`src/rtl/memory_stage.sv`:
```
// Pipeline MEM stage: load/store over a req/ack memory port, registers MEM/WB state.
// Latency: 1 cycle MEM->W for non-memory ops and zero-wait accesses, k extra cycles for k ack waits.
// Backpressure: stall_mem holds upstream while an access waits for ack; aborts after TIMEOUT-1 waits.
module memory_stage #(
   parameter int DW      = 22,
   parameter int RW      = 4,
   parameter int TIMEOUT = 8
) (
   input  logic          clk,
   input  logic          rst,
   input  logic          valid_m,
   input  logic [DW-1:0] alu_result_m,
   input  logic [DW-1:0] write_data_m,
   input  logic [RW-1:0] write_reg_m,
   input  logic          reg_write_m,
   input  logic          mem_write_m,
   input  logic          mem_to_reg_m,
   input  logic          pc_src_m,
   input  logic [DW-1:0] mem_rdata,
   input  logic          mem_ack,
   output logic          mem_req,
   output logic          mem_we,
   output logic [DW-1:0] mem_addr,
   output logic [DW-1:0] mem_wdata,
   output logic [DW-1:0] alu_result_memory,
   output logic          stall_mem,
   output logic          valid_w,
   output logic          reg_write_w,
   output logic          mem_to_reg_w,
   output logic          pc_src_w,
   output logic [DW-1:0] alu_result_w,
   output logic [DW-1:0] read_data_w,
   output logic [RW-1:0] write_reg_w,
   output logic          mem_error
);

   // Wait counter is at least 8 bits, wider if TIMEOUT needs it.
   localparam int CW = (($clog2(TIMEOUT) + 1) > 8) ? ($clog2(TIMEOUT) + 1) : 8;
   localparam logic [CW-1:0] C_LAST = CW'(TIMEOUT - 1);

   localparam logic [0:0] S_IDLE = 1'b0;
   localparam logic [0:0] S_BUSY = 1'b1;

   logic [0:0]    r_state;
   logic [CW-1:0] r_cnt;

   logic          w_mem_op;
   logic          w_req;
   logic          w_ack;
   logic          w_abort;
   logic          w_stall;
   logic [DW-1:0] w_rdata_cap;

   // Request, completion, abort and stall decode for the current cycle.
   always_comb begin
      w_mem_op = valid_m & (mem_write_m | mem_to_reg_m);
      // BUSY keeps requesting; upstream is holding the same instruction in MEM.
      w_req    = ~rst & ((r_state == S_BUSY) | w_mem_op);
      w_ack    = w_req & mem_ack;
      // Ack on the last allowed wait cycle still wins over the abort.
      w_abort  = w_req & ~mem_ack & (r_state == S_BUSY) & (r_cnt == C_LAST);
      w_stall  = w_req & ~mem_ack & ~w_abort;
      // Loads return memory data; stores, aborts and non-memory ops record zero.
      w_rdata_cap = (w_ack & mem_to_reg_m & ~mem_write_m) ? mem_rdata : '0;
   end

   assign mem_req           = w_req;
   assign mem_we            = mem_write_m;
   assign mem_addr          = alu_result_m;
   assign mem_wdata         = write_data_m;
   assign alu_result_memory = alu_result_m;
   assign stall_mem         = w_stall;

   // Access FSM: IDLE until a request misses its same-cycle ack, BUSY while waiting.
   always_ff @(posedge clk or posedge rst) begin
      if (rst) begin
         r_state <= S_IDLE;
         r_cnt   <= '0;
      end else begin
         case (r_state)
            S_IDLE: begin
               if (w_stall) begin
                  r_state <= S_BUSY;
                  r_cnt   <= CW'(1);
               end
            end
            S_BUSY: begin
               if (w_stall) begin
                  r_cnt <= r_cnt + CW'(1);
               end else begin
                  r_state <= S_IDLE;
                  r_cnt   <= '0;
               end
            end
            default: begin
               r_state <= S_IDLE;
               r_cnt   <= '0;
            end
         endcase
      end
   end

   // MEM/WB register: bubble while stalled or MEM empty, otherwise capture the instruction.
   always_ff @(posedge clk or posedge rst) begin
      if (rst) begin
         valid_w      <= 1'b0;
         reg_write_w  <= 1'b0;
         mem_to_reg_w <= 1'b0;
         pc_src_w     <= 1'b0;
         alu_result_w <= '0;
         read_data_w  <= '0;
         write_reg_w  <= '0;
      end else if (w_stall | ~valid_m) begin
         valid_w     <= 1'b0;
         reg_write_w <= 1'b0;
         pc_src_w    <= 1'b0;
      end else begin
         valid_w      <= 1'b1;
         reg_write_w  <= reg_write_m;
         mem_to_reg_w <= mem_to_reg_m;
         pc_src_w     <= pc_src_m;
         alu_result_w <= alu_result_m;
         read_data_w  <= w_rdata_cap;
         write_reg_w  <= write_reg_m;
      end
   end

   // Sticky timeout flag; only reset clears it.
   always_ff @(posedge clk or posedge rst) begin
      if (rst) begin
         mem_error <= 1'b0;
      end else if (w_abort) begin
         mem_error <= 1'b1;
      end
   end

endmodule

```
`config.mk`:
```
export PLATFORM = sky130hd
export DESIGN_NAME = memory_stage
export DESIGN_NICKNAME = d
export VERILOG_FILES = /design/src/rtl/memory_stage.sv
export SDC_FILE = /design/constraint.sdc
export NUM_CORES = 1
export LEC_CHECK = 0
export ABC_AREA = 1
export BUFFER_PORTS_ARGS = -buffer_cell sky130_fd_sc_hd__buf_2
export CAP_MARGIN = 25
export CORE_MARGIN = 2
export CORE_UTILIZATION = 45
export CTS_CLUSTER_DIAMETER = 40
export DETAILED_ROUTE_END_ITERATION = 12
export GPL_TIMING_DRIVEN = 1
export HOLD_SLACK_MARGIN = 0.05
export PLACE_DENSITY = 0.85
export SLEW_MARGIN = 20
export SYNTH_ARGS = -nofsm -noshare
export SYNTH_HDL_FRONTEND = slang
export SYNTH_SLANG_ARGS = --single-unit
```
`constraint.sdc`:
```
create_clock -name clk -period 4.18 [get_ports clk]
set_input_delay 0.418 -clock clk [delete_from_list [all_inputs] [get_ports clk]]
set_output_delay 0.418 -clock clk [all_outputs]
set_load 0.03 [all_outputs]
```
==> flow_summary.json, run 1 <==
{
  "cp_max_fo": 59,
  "die-width_um": 91.83,
  "p_comb_frac": 0.215,
  "ir_worst_vdd_mv": 0.2005,
  "clock_latency_ps": 320,
  "layout.nets": 575,
  "tritoncts": "built",
  "tns_ps": 0,
  "cts_setup_buffers": 0,
  "worstMarginPinSlew_ps": 850.6,
  "pin_count": 200,
  "ys_seq_area_frac": 0.4470,
  "fmax_mhz": 379.3,
  "synth_edf_count": 0,
  "grt_overflow": 0,
  "detail_route.wirelength_um": 7182,
  "syn-cell-area_um2": 3471,
  "p_leak_nw": 2.370,
  "numClockSinks": 62,
  "cts-resized-gates": 0,
  "grt_pass1_vias": 2703,
  "status": "completed",
  "numPortBuffers": 155,
  "synth_fp_nets": 494,
  "endpoint_kind": "output port",
  "die-area_um2": 8432,
  "synth.area.top_cells": "dfrtp_1, buf_4, nand2_1",
  "multi_input_area_um2": 1126,
  "drv_slew": 0,
  "fin_cells": 603,
  "switching_share": 0.3330,
  "htreeDepth": 3,
  "wl_met3_um": 492,
  "dr.pass1.iters": 4,
  "cts_buffers": 9,
  "cts_root_buf": "clkbuf_8",
  "arrival_ps": 2220,
  "drt_iter0_drc": 113,
  "cp-start-kind": "register",
  "antenna_found_initial": 0,
  "drv_cap": 0,
  "yosys_warnings": 0,
  "drive_gt1_frac": 0.4092,
  "top_layer": "met4",
  "fin_crit_ps": 2637,
  "grt_usage": 0.1740,
  "yosysUniqueCellTypes": 28,
  "grt_start_max_net_pins": 63,
  "rows": 32,
  "met2_length_um": 3711,
  "synth_cells": 415,
  "hpwlAfterDp_um": 4981,
  "wl_met1_um": 2924,
  "vias_per_cell": 4.638,
  "switching_power_w": 0.0004746,
  "seqPwrFrac": 0.463,
  "die_h_um": 91.83,
  "hp-class": "in -> reg",
  "worstPathRequired_ps": 3760,
  "gp_congestion": 0.7856,
  "clk_pin_slew_ps": 70,
  "timing.setup.critical_path_class": "reg -> out",
  "synth_top_area_frac": 0.4470,
  "min_period_over_period": 0.6308,
  "final_common_cell": "buf_2",
  "post-place-cells": 587,
  "synthArstFlopShare": 1.000,
  "route.vias.total": 2797,
  "fillCellCount": 728,
  "ys_seq_elements": 62,
  "regArea_um2": 1551,
  "internal_power_w": 0.0009506,
  "skew_ps": 6.458,
  "power_frac_clock": 0.321,
  "avgSynthCellArea_um2": 8.363,
  "syn_to_final_growth_pct": 12.55,
  "core_um2": 7607,
  "initial_utilization": 0.4563,
  "hold_buffers": 0,
  "drcViolationCount": 0,
  "slew-limit-headroom": 0.4314,
  "rsz0062_at_grt": "no",
  "setup_violations": 0,
  "yosysTopAreaCell": "dfrtp_1",
  "wire_per_inst_um": 11.91,
  "p_per_area_nw_per_um2": 364.8,
  "ant_nets": 0,
  "p_total_w": 0.001425,
  "grt_pass1_wl_um": 11960,
  "r2r_cells": 8,
  "clock_tree.buffer_depth": 2,
  "antenna_cells": 0,
  "synth_ff_type": "dfrtp_1",
  "hold_violations": 0,
  "min_path_cells": 3,
  "final_cell_mix": "buf_2, nand2_1, dfrtp_1, nand3_1, inv_1"
}
==> synthesized netlist by cell type (2+ instances only) <==
master,n
buf_4,72
nand4_1,2
nor2_1,30
inv_2,2
nand3_1,42
buf_12,2
nand3_2,21
dfrtp_1,62
nand2_1,119
clkbuf_1,2
buf_2,8
nor3_1,2
o21ai_0,3
inv_1,34
==> per-stage QoR <==
stage	hold slack (ps)	util	worst slack (ps)	area, µm²
2_1_floorplan	485.6	-	1564	3471
3_3_place_gp	449.3	0.4905	1762	3731
3_5_place_dp	455.9	0.4905	1682	3731
4_1_cts	282.4	0.5135	1473	3906
5_1_grt	282.5	0.5135	1280	3906
6_report	298.2	0.5135	1543	3906
==> per-layer routing <==
layer  global-route usage  vias up
met3              0.03944        6
li1                     -     1375
met2               0.3021      103
met4              0.07338        0
met1               0.2072     1313
met5                    0        -
==> worst max-delay path, stage by stage (launching register included) <==
cell,delay [ps]
dfrtp_1,410
ha_1,240
nand3_2,90
nor2_2,40
nand2_2,70
nand3_4,570
inv_1,230
buf_2,230
==> power groups by stage <==
stage,logic (W),clock network [W],registers [W]
finish,0.000307,0.000458,0.000660
global route,0.000333,0.000504,0.000665
CTS,0.000313,0.000474,0.000660
detailed placement,0.000313,0,0.000671
global placement,0.000307,0,0.000670
floorplan,0.000214,0,0.000739
==> sequential cells by signal, indices dropped and copies added (netlist names) <==
name,cells
mem_to_reg_w,1
r_cnt,8
read_data_w,22
pc_src_w,1
r_state,1
alu_result_w,22
write_reg_w,4
mem_error,1
valid_w,1
reg_write_w,1
==> path summary, 6_finish.rpt <==
| path | startpoint | endpoint | slack, ps |
|---|---|---|---|
| worst max register to register | r_cnt[0] | read_data_w[18] | 1750 |
| max in group asynchronous | rst | mem_to_reg_w | 3280 |
| worst min register to register | read_data_w[1] | read_data_w[1] | 470 |
| min in group asynchronous | rst | mem_error | 360 |
| worst min-delay path | pc_src_m | pc_src_w | 300 |
| worst max-delay path | r_cnt[0] | stall_mem | 1540 |
==> area by class of cell <==
type                            instances  area share
Multi-Input combinational cell        230      0.2883
Sequential cell                        62      0.3972
Clock buffer                           10     0.03523
Timing Repair Buffer                  157      0.2024
Clock inverter                          6    0.009609
Inverter                               36     0.03459
Tap cell                              102     0.03267
==> cell families (layout without fill, tap and decap cells) <==
logic type / after synthesis / in the layout / share of synthesized area
compound gates: 6 / 6 / 0.01298
xor+xnor: 1 / 1 / 0.002524
fa+ha+maj: 1 / 1 / 0.003604
buf+inv: 123 / 209 / 0.2286
flops: 62 / 62 / 0.4470
simple gates: 222 / 222 / 0.3053
No activity file was read; power rests on OpenSTA's default activity.
==> inputs of run 2 (changes only) <==
Settings changed: ABC_AREA 1 to 0, CORE_UTILIZATION 45 to 38, PLACE_DENSITY 0.85 to 0.8.
Clock period 4.18 ns to 2.15 ns, I/O delays scaled along.
==> flow_summary.json, run 2 <==
{
  "status": "finished, violations left",
  "violations": "negative setup slack",
  "ant_nets": 0,
  "vias_per_cell": 4.636,
  "placed_area_um2": 3381,
  "synth_edf_count": 0,
  "synth.area.top_cells": "dfrtp_1, buf_4, mux2_1",
  "clock_tree.buffer_depth": 2,
  "timing.setup.critical_path_class": "reg -> out",
  "min_period_over_period": 1.021,
  "yosys_warnings": 0,
  "synth_fp_nets": 317,
  "fin_crit_ps": 2196,
  "p_per_area_nw_per_um2": 861.7,
  "wire_per_inst_um": 14.62,
  "ys_seq_area_frac": 0.5277,
  "layout.nets": 428,
  "final_common_cell": "buf_2",
  "drv_slew": 0,
  "worst_slack_ps": -46.21,
  "final_area_um2": 3924,
  "synth.most_common_cell": "buf_4",
  "ir_worst_vdd_mv": 0.3471,
  "die_h_um": 91.97,
  "grt_pass1_vias": 1919,
  "arrival_ps": 1980,
  "fmax_mhz": 455.3,
  "drt_iter0_drc": 38,
  "cts_buffers": 9,
  "worst_hold_slack_ps": 91.87,
  "ys_seq_elements": 62,
  "worstPathRequired_ps": 1930,
  "grt_start_max_net_pins": 63,
  "gp_congestion": 0.7834,
  "slew-limit-headroom": 0.4951,
  "synthArstFlopShare": 1.000,
  "grt_usage": 0.1442,
  "drv_cap": 0,
  "setup_violations": 12,
  "synth_top_area_frac": 0.5277,
  "p_leak_nw": 2.158,
  "met2_usage": 0.2451,
  "hpwlAfterDp_um": 4414,
  "htreeDepth": 3,
  "dr.pass1.iters": 4,
  "yosysUniqueCellTypes": 28,
  "antenna_cells": 0,
  "syn_to_final_growth_pct": 33.45,
  "initial_utilization": 0.3865,
  "synth_ff_type": "dfrtp_1",
  "cp-start-kind": "register",
  "synth_cells": 238,
  "clk_pin_slew_ps": 70,
  "drcViolationCount": 0,
  "rsz0062_at_grt": "yes",
  "numPortBuffers": 155,
  "hp-class": "in -> reg",
  "clock_latency_ps": 330,
  "p_total_w": 0.003381,
  "fillCellCount": 680,
  "skew_ps": 5.623,
  "core_um2": 7607,
  "die-area_um2": 8458,
  "tritoncts": "built",
  "detail_route.wirelength_um": 6665,
  "antenna_found_initial": 0,
  "final_cell_mix": "buf_2, dfrtp_1, mux2_4, a22o_1, buf_4",
  "use_met1": 0.1656,
  "rows": 32,
  "hold_violations": 0,
  "endpoint_kind": "output port",
  "cts_root_buf": "clkbuf_8",
  "die-width_um": 91.97,
  "syn-cell-area_um2": 2940,
  "met3_usage": 0.05341,
  "yosysTopAreaCell": "dfrtp_1",
  "yosys-top-cells-count": "buf_4, dfrtp_1, mux2_1, a22o_1, nand2_1",
  "drive_gt1_frac": 0.6356,
  "numClockSinks": 62,
  "route.vias.total": 2114,
  "cp_max_fo": 2,
  "grt-busiest-layer": "met2",
  "pin_count": 200,
  "worstMarginPinSlew_ps": 757.3,
  "grt_pass1_wl_um": 9425,
  "top_regs": "alu_result_w x22, read_data_w x22, r_cnt x8",
  "hold_buffers": 0,
  "grt_overflow": 0,
  "avgSynthCellArea_um2": 12.35
}
## run 2: changes by cell type after synthesis, moves of 21 or more
cell     previous run  this run
a22o_1              0        24
mux2_1              0        27
nand3_1            42         4
inv_1              34         4
nand2_1           119         6
nand3_2            21         0
nor2_1             30         5
## run 2: final cells by class
class / count / area, µm² / share of cell area
inverter: 4 / 18.77 / 0.004783
clock inverter: 7 / 145.1 / 0.03699
clock buffer: 9 / 123.9 / 0.03157
sequential: 62 / 1551 / 0.3954
multi-input combinational: 98 / 937.1 / 0.2388
timing repair buffer: 174 / 1020 / 0.2599
tap: 102 / 127.6 / 0.03253
## run 2: repair_timing
action	CTS	global route
gates resized for setup	7	34
buffers inserted	2	3
pin swaps	1	1
endpoints found under the setup margin	1	50
gates cloned	0	4
endpoints found under the hold margin	0	0
## run 2: power breakdown
| part | internal (W) | switching [W] | leakage [nW] |
|---|---|---|---|
| clock network | 0.000893 | 0.000477 | 0.130 |
| logic | 0.000284 | 0.000432 | 1.23 |
| registers | 0.00125 | 0.0000454 | 0.795 |
| total | 0.00243 | 0.000954 | 2.16 |
## run 2: routing by layer
metal,vias to the layer above,share of wire
met5,-,0
met4,0,0.011
met3,8,0.069
met2,91,0.51
met1,1024,0.41
li1,991,-
## run 2: metrics by stage
step                      worst slack, ps  std cells  setup TNS [ps]    util
after floorplan                     67.11        238               0       -
after global placement              89.70        431               0  0.4444
after detailed placement            35.86        431               0  0.4444
after CTS                          -37.07        449          -37.07  0.4845
after global routing               -128.6        456           -1788  0.5158
final                              -46.21        456          -99.53  0.5158
## run 2: cells by family after synthesis
logic type	Yosys count	share of synthesized area
AO/OA/AOI/OAI	39	0.1106
multiplexers	28	0.1068
flip-flops	62	0.5277
XOR/XNOR	1	0.002979
buffers and inverters	78	0.1936
adder cells (fa/ha/maj)	1	0.004255
AND/OR/NAND/NOR	29	0.05405
## run 2: worst paths after layout
path                                 startpoint  slack, ps  cells past startpoint         endpoint
worst max register to register         r_cnt[1]        -20                      8  alu_result_w[9]
max in group asynchronous                   rst       1450                      3  read_data_w[19]
worst max-delay path                   r_cnt[1]        -50                      6        stall_mem
worst min register to register  read_data_w[13]        510                      1  read_data_w[13]
min in group asynchronous                   rst        210                      3          r_state
worst min-delay path              mem_rdata[10]         90                      2  read_data_w[10]
## run 2: critical path, cell delays in order (launching register included)
cell and delay, ps:
dfrtp_1 390, ha_2 190, and4bb_1 210, and3_4 170, or4_4 490, inv_2 80, buf_6 120
